===== src/rtl/i2c_init_sequencer.sv =====
// Boot-time I2C register programmer: walks a ROM table of {dev, reg, data}
// triples and issues one write per entry, with NACK retry, delays and end markers.
module i2c_init_sequencer #(
  parameter int NUM_ENTRIES = 25,
  parameter int ROM_AW      = 8,
  parameter int ROM_LAT     = 1,
  parameter int MAX_RETRIES = 3,
  parameter int DELAY_UNIT  = 50000,
  parameter bit AUTO_START  = 1'b1
) (
  input  logic              clk_ref,
  input  logic              reset,
  input  logic              go,
  output logic [ROM_AW-1:0] rom_addr,
  input  logic [7:0]        rom_q,
  output logic              i2c_start,
  output logic [7:0]        i2c_dev,
  output logic [7:0]        i2c_reg,
  output logic [7:0]        i2c_data,
  input  logic              i2c_ready,
  input  logic              i2c_done,
  input  logic              i2c_nack,
  output logic              busy,
  output logic              done,
  output logic              error,
  output logic [7:0]        entry_idx
);

  localparam int DW = $clog2(255 * DELAY_UNIT + 1);
  localparam int RW = (MAX_RETRIES < 1) ? 1 : $clog2(MAX_RETRIES + 1);
  localparam logic [DW-1:0]     DELAY_C  = DW'(DELAY_UNIT);
  localparam logic [RW-1:0]     RETRY_C  = RW'(MAX_RETRIES);
  localparam logic [1:0]        LAT_LAST = 2'(ROM_LAT);
  localparam logic [7:0]        LAST_IDX = 8'(NUM_ENTRIES - 1);
  localparam logic [ROM_AW-1:0] ADDR_ONE = ROM_AW'(1);

  typedef enum logic [3:0] {
    S_IDLE, S_FETCH, S_DECODE, S_ISSUE, S_WAIT, S_DELAY, S_NEXT, S_DONE, S_ERROR
  } state_t;

  state_t          state_q, state_d;
  logic            go_q, auto_q, trigger;
  logic [1:0]      lat_cnt, byte_sel;
  logic [RW-1:0]   retries;
  logic [DW-1:0]   delay_cnt;

  logic go_rise;
  logic lat_last;
  logic retry_ok;

  assign go_rise  = go & ~go_q;
  assign lat_last = (lat_cnt == LAT_LAST);
  assign retry_ok = (retries < RETRY_C);

  always_ff @(posedge clk_ref) begin
    if (reset) state_q <= S_IDLE;
    else       state_q <= state_d;
  end

  always_comb begin
    state_d   = state_q;
    trigger   = 1'b0;
    i2c_start = 1'b0;
    busy      = 1'b1;
    case (state_q)
      S_IDLE, S_DONE, S_ERROR: begin
        busy = 1'b0;
        if (go_rise || auto_q) begin
          trigger = 1'b1;
          state_d = S_FETCH;
        end
      end
      S_FETCH: if (lat_last && (byte_sel == 2'd2)) state_d = S_DECODE;
      S_DECODE: begin
        if (i2c_dev == 8'hFF)      state_d = S_DONE;
        else if (i2c_dev == 8'hFE) state_d = (i2c_data == 8'h00) ? S_NEXT : S_DELAY;
        else                       state_d = S_ISSUE;
      end
      // A reset in this cycle must not leak a start onto the bus.
      S_ISSUE: begin
        if (i2c_ready) begin
          i2c_start = ~reset;
          state_d   = S_WAIT;
        end
      end
      S_WAIT: begin
        if (i2c_done) begin
          if (!i2c_nack)     state_d = S_NEXT;
          else if (retry_ok) state_d = S_ISSUE;
          else               state_d = S_ERROR;
        end
      end
      S_DELAY: if (delay_cnt <= DW'(1)) state_d = S_NEXT;
      S_NEXT:  state_d = (entry_idx == LAST_IDX) ? S_DONE : S_FETCH;
      default: state_d = S_IDLE;
    endcase
  end

  // rom_addr advances after every captured byte, so it already points at the
  // next entry once a fetch completes.
  always_ff @(posedge clk_ref) begin
    if (reset) begin
      go_q      <= 1'b0;
      auto_q    <= AUTO_START;
      rom_addr  <= '0;
      lat_cnt   <= '0;
      byte_sel  <= '0;
      i2c_dev   <= '0;
      i2c_reg   <= '0;
      i2c_data  <= '0;
      retries   <= '0;
      delay_cnt <= '0;
      done      <= 1'b0;
      error     <= 1'b0;
      entry_idx <= '0;
    end else begin
      go_q   <= go;
      auto_q <= 1'b0;
      case (state_q)
        S_IDLE, S_DONE, S_ERROR: begin
          if (trigger) begin
            done      <= 1'b0;
            error     <= 1'b0;
            entry_idx <= '0;
            rom_addr  <= '0;
            lat_cnt   <= '0;
            byte_sel  <= '0;
          end
        end
        S_FETCH: begin
          if (lat_last) begin
            lat_cnt  <= '0;
            rom_addr <= rom_addr + ADDR_ONE;
            case (byte_sel)
              2'd0:    i2c_dev  <= rom_q;
              2'd1:    i2c_reg  <= rom_q;
              default: i2c_data <= rom_q;
            endcase
            byte_sel <= (byte_sel == 2'd2) ? 2'd0 : byte_sel + 2'd1;
          end else begin
            lat_cnt <= lat_cnt + 2'd1;
          end
        end
        S_DECODE: begin
          retries <= '0;
          if (i2c_dev == 8'hFE) delay_cnt <= DW'(i2c_data) * DELAY_C;
        end
        S_WAIT: begin
          if (i2c_done && i2c_nack && retry_ok) retries <= retries + RW'(1);
        end
        S_DELAY: delay_cnt <= delay_cnt - DW'(1);
        S_NEXT:  entry_idx <= entry_idx + 8'd1;
        default: ;
      endcase
      if ((state_d == S_DONE) && (state_q != S_DONE))   done  <= 1'b1;
      if ((state_d == S_ERROR) && (state_q != S_ERROR)) error <= 1'b1;
    end
  end

endmodule

===== config.mk =====
export PLATFORM = sky130hd
export DESIGN_NAME = i2c_init_sequencer
export DESIGN_NICKNAME = d
export VERILOG_FILES = /design/src/rtl/i2c_init_sequencer.sv
export SDC_FILE = /design/constraint.sdc
export NUM_CORES = 1
export LEC_CHECK = 0
export ABC_AREA = 1
export ABC_CLOCK_PERIOD_IN_PS = 9500
export BUFFER_PORTS_ARGS = -buffer_cell sky130_fd_sc_hd__clkbuf_2
export CAP_MARGIN = 20
export CELL_PAD_IN_SITES_DETAIL_PLACEMENT = 1
export CELL_PAD_IN_SITES_GLOBAL_PLACEMENT = 1
export CORE_MARGIN = 2
export CORE_UTILIZATION = 48
export CTS_BUF_LIST = sky130_fd_sc_hd__clkbuf_4
export CTS_CLUSTER_DIAMETER = 100
export CTS_CLUSTER_SIZE = 40
export DETAILED_ROUTE_END_ITERATION = 16
export GPL_ROUTABILITY_DRIVEN = 0
export PLACE_DENSITY = 0.95
export SYNTH_ARGS = -nofsm -noshare
export SYNTH_HDL_FRONTEND = slang
export SYNTH_SLANG_ARGS = --single-unit

===== constraint.sdc =====
create_clock -name clk_ref -period 9.5 [get_ports clk_ref]
set_input_delay 1.425 -clock clk_ref [delete_from_list [all_inputs] [get_ports clk_ref]]
set_output_delay 1.425 -clock clk_ref [all_outputs]
set_load 0.01 [all_outputs]

==> results.tsv, run 1 <==
metric	value	unit
worst rel slew slack	55.47	%
peak supply drop	0.09276	mV
Bufs and invs on worst path	4	
Seq/Total Area, Yosys	27.07	%
Total Power	577.0	uW
std cell rows	40	
Post-Synth Simple-Gate Area	31.27	%
Syn Nets	925	
Worst path max stage delay	530	ps
core area	11860	um^2
H-tree levels	3	
residual DRC count	0	
setup TNS	0	ps
Crit-path slowest cell	dfxtp_1	
post-synth top area cell	dfxtp_1	
drt first pass iters	5	
RSZ-0062 raised after global routing	false	
via count	6322	
largest net degree at the start of global routing	35	
max FFs per register	24	
Clk pin slew, worst setup/hold paths	150	ps
Synth warnings	0	
final setup vio count	0	
dpl hpwl	15010	um
# clock sinks	78	
Final #Nets	978	
Commonest cells post-synth	nand2_1, nor2_1, inv_1, dfxtp_1, nand3_1	
ys async rst share	0	%
Worst Hold Class	flop to flop	
GRT Overall Usage	36.04	%
area fraction of the dominant cell type after synthesis	27.07	%
CP required	9840	ps
Non-Filler Instances	1042	
Leak	0.003340	uW
clk_lat worst skew	480	ps
Most flops, register	delay_cnt	
vias in the first global route	6858	
Cell Area, Synth	5769	um^2
Max Clk Rate	249.8	MHz
root buf cell	clkbuf_4	
Final Hold Fails	0	
post-CTS resize count	0	
crit path max fanout	6	
top-count cell post-synth	nand2_1	
final setup margin	5497	ps
adder-cell area share of the yosys netlist	17.61	%
Post-synth EDFFs	0	
Final ANT Viol Nets	0	
mux contribution to synthesized area	0	%
Setup CP Type	flop to flop	
post-CTS setup buffer count	0	
total CTS buffers	9	
CP dominant cell by count	nand2_1	
per-cell routed wire length	21.78	um
Arrival @ worst endpoint	4340	ps
number of DRC markers in iteration 0	470	
ranking of synthesized cells by area	dfxtp_1, ha_1, nand2_1	
area grow syn2layout	8.545	%
number of diodes	0	
I/O pin count	58	
clock skew	29.56	ps
Pins Over Slew Limit	0	
post-synthesis cell type count	48	
via/cell ratio	6.067	
total grt overflow	0	
die height	113.6	um
Top FF cell, synth	dfxtp_1	
cell count after synthesis	837	
first-pass GRT wire length	36560	um
XOR/XNOR Fraction of Synth Area	1.214	%
Crit. End Element	flop	
CTS tree	done	
Die ar.	12910	um^2
delay-heaviest family, CP	adder cells	
run status	complete, no violations	
CP Cell Sequence	inv_1, ha_1, ha_1, inv_1, fa_1, inv_1, fa_1, ha_1, nand2_1, inv_1, nand2_1, nand2_1, a21oi_1, nand2_1, nand2_1, nand3_1, nand2_1, a21oi_1	
hold-fix buffers at CTS	0	
Syn Area/Cell	6.893	um^2
Die X	113.6	um
Max-Cap Viols	0	
antenna violations before repair	0	
Starting Density	48.64	%
combinational family with the most area after synthesis	simple AND/OR/NAND/NOR gates	
Final period util	42.14	%
Final min period	4003	ps
PortBufs	57	
worst hold slack	513.1	ps
CTS Buffer Depth	2	
final wirelength	22700	um
Setup WS pre-CTS	5752	ps
complex-gate fraction of the synthesized area	13.08	%
share of cells above drive strength 1	11.84	%
worst-margin pin slew	667.9	ps
PD cells	92.14	nW/um^2
post-synthesis register bit count	78	
Post-Place Cells	1026	
Setup crit start kind	flop	
-- layout make-up --
| class | count | area [um^2] |
|---|---|---|
| inverters | 123 | 461.7 |
| repair buffers | 58 | 292.8 |
| fillers | 1545 | 5599 |
| clock buffers | 11 | 82.58 |
| well taps | 147 | 183.9 |
| flip-flops and latches | 78 | 1562 |
| clock inverters | 5 | 35.03 |
| multi-input cells | 620 | 3645 |
-- path summary, 6_finish.rpt --
path,startpoint,to,slack (ps),cells past startpoint
max,i2c_data[6]$_SDFFE_PP0P_,delay_cnt[22]$_SDFFE_PP0P_,5500,18
min,entry_idx[4]$_SDFFE_PP0P_,entry_idx[4]$_SDFFE_PP0P_,510,2
max reg2reg,i2c_data[6]$_SDFFE_PP0P_,delay_cnt[22]$_SDFFE_PP0P_,5500,18
min reg2reg,entry_idx[4]$_SDFFE_PP0P_,entry_idx[4]$_SDFFE_PP0P_,510,2
-- tightest hold or removal path: stages, from the launching register on --
cell and delay (ps):
dfxtp_1 360, nand2_1 70, a21oi_1 50
-- report_power, final --
group	internal (uW)	total (uW)	switching, uW
combinational	11.1	43.0	31.9
sequential	331	336	4.54
clock	60.5	198	138
total	403	577	174
-- cells in the final DEF (no fill, tap or decap), types with 3 or more instances in the layout --
cell type / instances
fa_1: 12
nor3_4: 3
nor3_1: 8
nand2_2: 3
nand2_1: 164
clkbuf_2: 57
xnor2_1: 3
inv_1: 116
nand3b_1: 4
xor2_1: 5
a31oi_1: 5
nor3_2: 3
nand4_1: 13
o21ai_0: 51
clkbuf_4: 11
or2_2: 4
ha_1: 62
o21bai_1: 3
dfxtp_1: 78
nor2_1: 122
nand3_1: 64
inv_2: 7
a211oi_1: 8
a21oi_1: 58
-- cells by family (layout without fill, tap and decap cells) --
| group | after synthesis | after routing |
|---|---|---|
| AO/OA/AOI/OAI | 136 | 136 |
| XOR/XNOR | 8 | 8 |
| adder cells (fa/ha/maj) | 74 | 74 |
| buffers and inverters | 139 | 197 |
| flip-flops | 78 | 78 |
| AND/OR/NAND/NOR | 402 | 402 |
-- stage by stage --
step	cell area, um^2	util [%]
after floorplan	5769	-
after global placement	6145	51.80
after detailed placement	6145	51.80
after CTS	6262	52.80
after global routing	6262	52.80
final	6262	52.80
-- routing by layer --
| metal | up-vias | share of wire (%) | GRT usage [%] |
|---|---|---|---|
| met5 | - | 0 | 0 |
| met3 | 113 | 6.4 | 7.386 |
| li1 | 2830 | - | - |
| met1 | 3049 | 39 | 41.10 |
| met4 | 0 | 5.7 | 20.24 |
| met2 | 330 | 49 | 62.91 |
(Power assumes the default switching activity.)
==> inputs of run 2 (changes only) <==
--- a/config.mk
+++ b/config.mk
@@ -6,19 +6,19 @@
 export NUM_CORES = 1
 export LEC_CHECK = 0
 export ABC_AREA = 1
-export ABC_CLOCK_PERIOD_IN_PS = 9500
+export ABC_CLOCK_PERIOD_IN_PS = 4100
 export BUFFER_PORTS_ARGS = -buffer_cell sky130_fd_sc_hd__clkbuf_2
 export CAP_MARGIN = 20
 export CELL_PAD_IN_SITES_DETAIL_PLACEMENT = 1
 export CELL_PAD_IN_SITES_GLOBAL_PLACEMENT = 1
 export CORE_MARGIN = 2
-export CORE_UTILIZATION = 48
+export CORE_UTILIZATION = 44
 export CTS_BUF_LIST = sky130_fd_sc_hd__clkbuf_4
 export CTS_CLUSTER_DIAMETER = 100
 export CTS_CLUSTER_SIZE = 40
 export DETAILED_ROUTE_END_ITERATION = 16
 export GPL_ROUTABILITY_DRIVEN = 0
-export PLACE_DENSITY = 0.95
+export PLACE_DENSITY = 0.9
 export SYNTH_ARGS = -nofsm -noshare
 export SYNTH_HDL_FRONTEND = slang
 export SYNTH_SLANG_ARGS = --single-unit
==> constraint.sdc (replaced) <==
create_clock -name clk_ref -period 4.1 [get_ports clk_ref]
set_input_delay 0.615 -clock clk_ref [delete_from_list [all_inputs] [get_ports clk_ref]]
set_output_delay 0.615 -clock clk_ref [all_outputs]
set_load 0.01 [all_outputs]
==> run 2 against run 1 <==
First-iteration DRC count shrank 48%. Register-to-register slack lost 5100 ps. Flip-flop and latch count is the same. Hold slack lost 130 ps. Maximum frequency grew 8.6%. Sequential power grew 130%. Critical endpoint is now delay_cnt[21]$_SDFFE_PP0P_.
==> results.tsv, run 2 (synthesis results as in run 1) <==
metric	value	unit
met2 Resource Use GR	42.38	%
post-CTS setup buffer count	0	
M1 GR Usage	31.39	%
RSZ-0062 raised after global routing	false	
Crit-path slowest cell	dfxtp_1	
CP required	4500	ps
hold-fix buffers at CTS	0	
Setup crit start kind	flop	
PD cells	225.1	nW/um^2
worst rel slew slack	65.36	%
largest net degree at the start of global routing	43	
final setup vio count	0	
std cell rows	41	
Pins Over Slew Limit	0	
delay-heaviest family, CP	adder cells	
number of DRC markers in iteration 0	246	
GRT Overall Usage	24.86	%
Hold Path Stages	3	
I/O pin count	58	
reg2reg path depth	17	
per-cell routed wire length	15.85	um
Final #Nets	980	
Worst Hold End	go_q$_SDFF_PP0_	
antenna violations before repair	1	
clk_lat worst skew	470	ps
# clock sinks	78	
Top Usage Layer GRT	met2	
total CTS buffers	9	
Setup CP Type	flop to flop	
via/cell ratio	5.326	
drt first pass iters	4	
Die ar.	14040	um^2
max FFs per register	24	
PortBufs	57	
clock skew	13.04	ps
Critical Path Source	i2c_data[6]$_SDFFE_PP0P_	
Worst Hold Class	input port to flop	
core area	12720	um^2
Clk pin slew, worst setup/hold paths	140	ps
FF-to-FF End	delay_cnt[21]$_SDFFE_PP0P_	
Crit. End Element	flop	
met3 GRT Util	3.475	%
most frequent cells in the layout	nand2_1, nor2_1, inv_1	
first-pass GRT wire length	28570	um
run status	complete, no violations	
number of fill cells in the layout	1777	
post-CTS resize count	0	
CP Cell Sequence	inv_1, ha_1, ha_1, inv_1, fa_1, inv_1, fa_1, ha_1, nand2_1, inv_1, a21oi_1, nor2_1, nor2_1, nand2_1, nand2_1, nand3_1, a21oi_1	
Final min period	3685	ps
dpl hpwl	13180	um
Arrival @ worst endpoint	4080	ps
Final period util	89.88	%
worst-margin pin slew	517.7	ps
area grow syn2layout	10.34	%
Reg-to-Reg Start	i2c_data[6]$_SDFFE_PP0P_	
most common cell after layout, fill and taps aside	nand2_1	
via count	5699	
Leak	0.003370	uW
Final ANT Viol Nets	0	
Die X	118.5	um
share of cells above drive strength 1	12.15	%
CP dominant cell by count	inv_1	
Max-Cap Viols	0	
crit path max fanout	6	
final wirelength	16960	um
Worst path max stage delay	500	ps
setup TNS	0	ps
vias in the first global route	5893	
Total Power	1433	uW
CTS Buffer Depth	2	
die height	118.5	um
total grt overflow	0	
Most flops, register	delay_cnt	
residual DRC count	0	
peak supply drop	0.1921	mV
Worst R2R Setup Slack	410	ps
Final Hold Fails	0	
Bufs and invs on worst path	4	
Max Clk Rate	271.4	MHz
root buf cell	clkbuf_4	
Starting Density	45.35	%
CTS tree	done	
Worst Hold Launch	go	
H-tree levels	3	
run 2: changes by cell type in the layout (fill, tap and decap cells not counted), sizes merged:
cell	before	now
bufinv	0	2
buf	1	3
clkbuf	68	66
clkinvlp	0	1
clkinv	4	2
inv	124	125
diode	0	1
run 2: area by class of cell:
| type | instances | area, um^2 | area share [%] |
|---|---|---|---|
| Antenna cell | 1 | 2.502 | 0.03931 |
| Clock buffer | 9 | 67.56 | 1.061 |
| Timing Repair Buffer | 60 | 307.8 | 4.835 |
| Sequential cell | 78 | 1562 | 24.53 |
| Multi-Input combinational cell | 620 | 3645 | 57.25 |
| Clock inverter | 7 | 105.1 | 1.651 |
| Inverter | 123 | 461.7 | 7.252 |
| Tap cell | 172 | 215.2 | 3.380 |
run 2: where the power goes:
part	total (uW)	switching, uW	internal [uW]
combinational	91.1	65.0	26.1
sequential	776	9.15	767
clock	566	311	255
run 2: metrics by stage:
step	cells	setup WS [ps]	hold slack (ps)	utilization (%)	area, um^2
2_1_floorplan	837	792.2	453.2	-	5769
3_3_place_gp	1053	626.4	454.4	48.66	6191
3_5_place_dp	1053	449.0	482.5	48.66	6191
4_1_cts	1069	397.0	346.3	50.02	6364
5_1_grt	1070	137.0	369.1	50.04	6366
6_report	1070	414.9	380.0	50.04	6366
run 2: worst max-delay path by stage:
stage                                 end  cells past startpoint  slack [ps]
4_1_cts        delay_cnt[21]$_SDFFE_PP0P_                     17         400
3_5_place_dp   delay_cnt[21]$_SDFFE_PP0P_                     17         450
2_1_floorplan  delay_cnt[21]$_SDFFE_PP0P_                     17         790
6_report       delay_cnt[21]$_SDFFE_PP0P_                     17         410
5_1_grt        delay_cnt[21]$_SDFFE_PP0P_                     17         140
3_3_place_gp   delay_cnt[21]$_SDFFE_PP0P_                     17         630
run 2: worst reg2reg max path, stage by stage (launching register included):
cell     delay (ps)
dfxtp_1         500
inv_1           150
ha_1            330
ha_1            310
inv_1            60
fa_1            420
inv_1            90
fa_1            430
ha_1            370
nand2_1         140
inv_1            50
a21oi_1         240
nor2_1           70
nor2_1          130
nand2_1          70
nand2_1          50
nand3_1          70
a21oi_1         130
run 2: layer usage:
metal  vias to the layer above  wire length, um
met3                        29              540
met4                         0              366
met5                         -                0
met2                       105             8229
li1                       2837                -
met1                      2728             7823
==> inputs of run 3 (changes only) <==
--- a/config.mk
+++ b/config.mk
@@ -6,7 +6,7 @@
 export NUM_CORES = 1
 export LEC_CHECK = 0
 export ABC_AREA = 1
-export ABC_CLOCK_PERIOD_IN_PS = 4100
+export ABC_CLOCK_PERIOD_IN_PS = 3600
 export BUFFER_PORTS_ARGS = -buffer_cell sky130_fd_sc_hd__clkbuf_2
 export CAP_MARGIN = 20
 export CELL_PAD_IN_SITES_DETAIL_PLACEMENT = 1
@@ -19,6 +19,7 @@
 export DETAILED_ROUTE_END_ITERATION = 16
 export GPL_ROUTABILITY_DRIVEN = 0
 export PLACE_DENSITY = 0.9
+export SETUP_SLACK_MARGIN = 0.1
 export SYNTH_ARGS = -nofsm -noshare
 export SYNTH_HDL_FRONTEND = slang
 export SYNTH_SLANG_ARGS = --single-unit
==> constraint.sdc (replaced) <==
create_clock -name clk_ref -period 3.6 [get_ports clk_ref]
set_input_delay 0.54 -clock clk_ref [delete_from_list [all_inputs] [get_ports clk_ref]]
set_output_delay 0.54 -clock clk_ref [all_outputs]
set_load 0.01 [all_outputs]
==> run 3 against run 2 <==
The flow now finishes with violations (negative setup slack). Core utilization is 2.0 points higher. Largest cell class unchanged. Maximum frequency is 2.2% higher. Largest power group unchanged. Register-to-register slack worse by 420 ps. Critical endpoint is now delay_cnt[23]$_SDFFE_PP0P_. Flip-flop and latch count stayed put.
==> results.tsv, run 3 (synthesis results as in run 1) <==
metric	value	unit
run status	finished, violations left	
violated checks	negative setup slack	
via count	6432	
H-tree levels	3	
via/cell ratio	5.961	
Setup WS pre-CTS	-2.215	ps
final wirelength	22830	um
Final min period	3606	ps
CTS Buffer Depth	2	
Crit. End Element	flop	
Met2 Routed Length	10790	um
Final #Nets	990	
Max Clk Rate	277.3	MHz
vias in the first global route	6262	
peak supply drop	0.1981	mV
Arrival @ worst endpoint	4030	ps
max FFs per register	24	
Setup CP Type	flop to flop	
share of cells above drive strength 1	16.65	%
number of fill cells in the layout	1734	
Die X	118.5	um
most frequent cells in the layout	nand2_1, nor2_1, inv_1	
root buf cell	clkbuf_4	
area grow syn2layout	14.86	%
final setup vio count	1	
I/O pin count	58	
total grt overflow	0	
Die ar.	14040	um^2
GRT Overall Usage	27.79	%
Max-Cap Viols	0	
Final Hold Fails	0	
PD cells	249.5	nW/um^2
clock skew	21.97	ps
dpl hpwl	14100	um
worst-margin pin slew	681.2	ps
Pins Over Slew Limit	0	
drt first pass iters	7	
residual DRC count	0	
wl on met1	9438	um
Final period util	100.2	%
PortBufs	57	
Worst path max stage delay	540	ps
std cell rows	41	
metal3 WL	1365	um
area occupied by multi-input gates	3835	um^2
Starting Density	45.35	%
final setup margin	-5.808	ps
CP required	4030	ps
largest net degree at the start of global routing	38	
Max Used Layer	met4	
Final ANT Viol Nets	0	
die height	118.5	um
per-cell routed wire length	21.15	um
RSZ-0062 raised after global routing	true	
Most flops, register	delay_cnt	
crit path max fanout	5	
register area	1572	um^2
hold-fix buffers at CTS	0	
first-pass GRT wire length	31520	um
number of diodes	0	
# clock sinks	78	
most common cell after layout, fill and taps aside	nand2_1	
worst rel slew slack	54.59	%
Bufs and invs on worst path	2	
Crit-path slowest cell	fa_1	
CTS tree	done	
total CTS buffers	9	
CP Cell Sequence	ha_4, ha_1, inv_1, fa_1, inv_1, fa_1, ha_4, nand3_2, nand3_2, nand2_1, nand2_2, nand3_1, nand3b_1, nand3_1, a21oi_2	
clk_lat worst skew	480	ps
Setup crit start kind	flop	
Worst Hold Class	input port to flop	
Clk pin slew, worst setup/hold paths	160	ps
delay-heaviest family, CP	adder cells	
Leak	0.003396	uW
Util after Layout	52.09	%
core area	12720	um^2
number of DRC markers in iteration 0	502	
antenna violations before repair	0	
[run 3: cell types whose count changed in the layout (fill, tap and decap cells not counted), sizes merged]
| cell | delta |
|---|---|
| buf | +10 |
| clkbuf | +1 |
| diode | -1 |
| inv | -1 |
[run 3: through the flow]
stage	cell area [um^2]	TNS (ps)	instances	power (uW)	hold WS, ps
floorplan	5769	0	837	969.5	453.2
global placement	6251	0	1061	1001	456.2
detailed placement	6251	-2.360	1061	1004	460.4
CTS	6457	0	1077	1633	272.5
global route	6626	-226.8	1079	1685	313.3
finish	6626	-5.808	1079	1654	277.6
[run 3: final timing paths]
| kind | from | end | slack (ps) | depth (start not counted) |
|---|---|---|---|---|
| min reg2reg | error$_SDFFE_PP0P_ | error$_SDFFE_PP0P_ | 480 | 2 |
| min | go | go_q$_SDFF_PP0_ | 280 | 3 |
| max reg2reg | i2c_data[2]$_SDFFE_PP0P_ | delay_cnt[23]$_SDFFE_PP0P_ | -6 | 15 |
| max | i2c_data[2]$_SDFFE_PP0P_ | delay_cnt[23]$_SDFFE_PP0P_ | -6 | 15 |
[run 3: report_power, final]
part,internal [uW],switching [uW],leakage [uW]
clock network,288,369,0.0000844
logic,29.3,81.8,0.00268
registers,873,12.0,0.000633
[run 3: per-layer routing]
layer / track usage [%] / vias up
met3: 4.151 / 114
met5: 0 / -
met4: 11.53 / 0
li1: - / 2861
met1: 34.24 / 3155
met2: 48.30 / 302
[run 3: final cells by class]
cell class,count,share of cell area [%]
Multi-Input combinational cell,620,57.87
Sequential cell,78,23.72
Inverter,123,6.968
Timing Repair Buffer,70,5.778
Tap cell,172,3.248
Clock inverter,6,1.284
Clock buffer,10,1.133
[run 3: tightest hold or removal path, delay by kind of cell]
kind	cells	cell delay, ps
and+or+nand+nor	1	40
buffers and inverters	2	150
[run 3: what timing repair did]
item / 4_1_cts / 5_1_grt
setup buffers: 0 / 2
resized for setup: 8 / 27
pin swaps: 2 / 3
endpoints found under the setup margin: 12 / 11
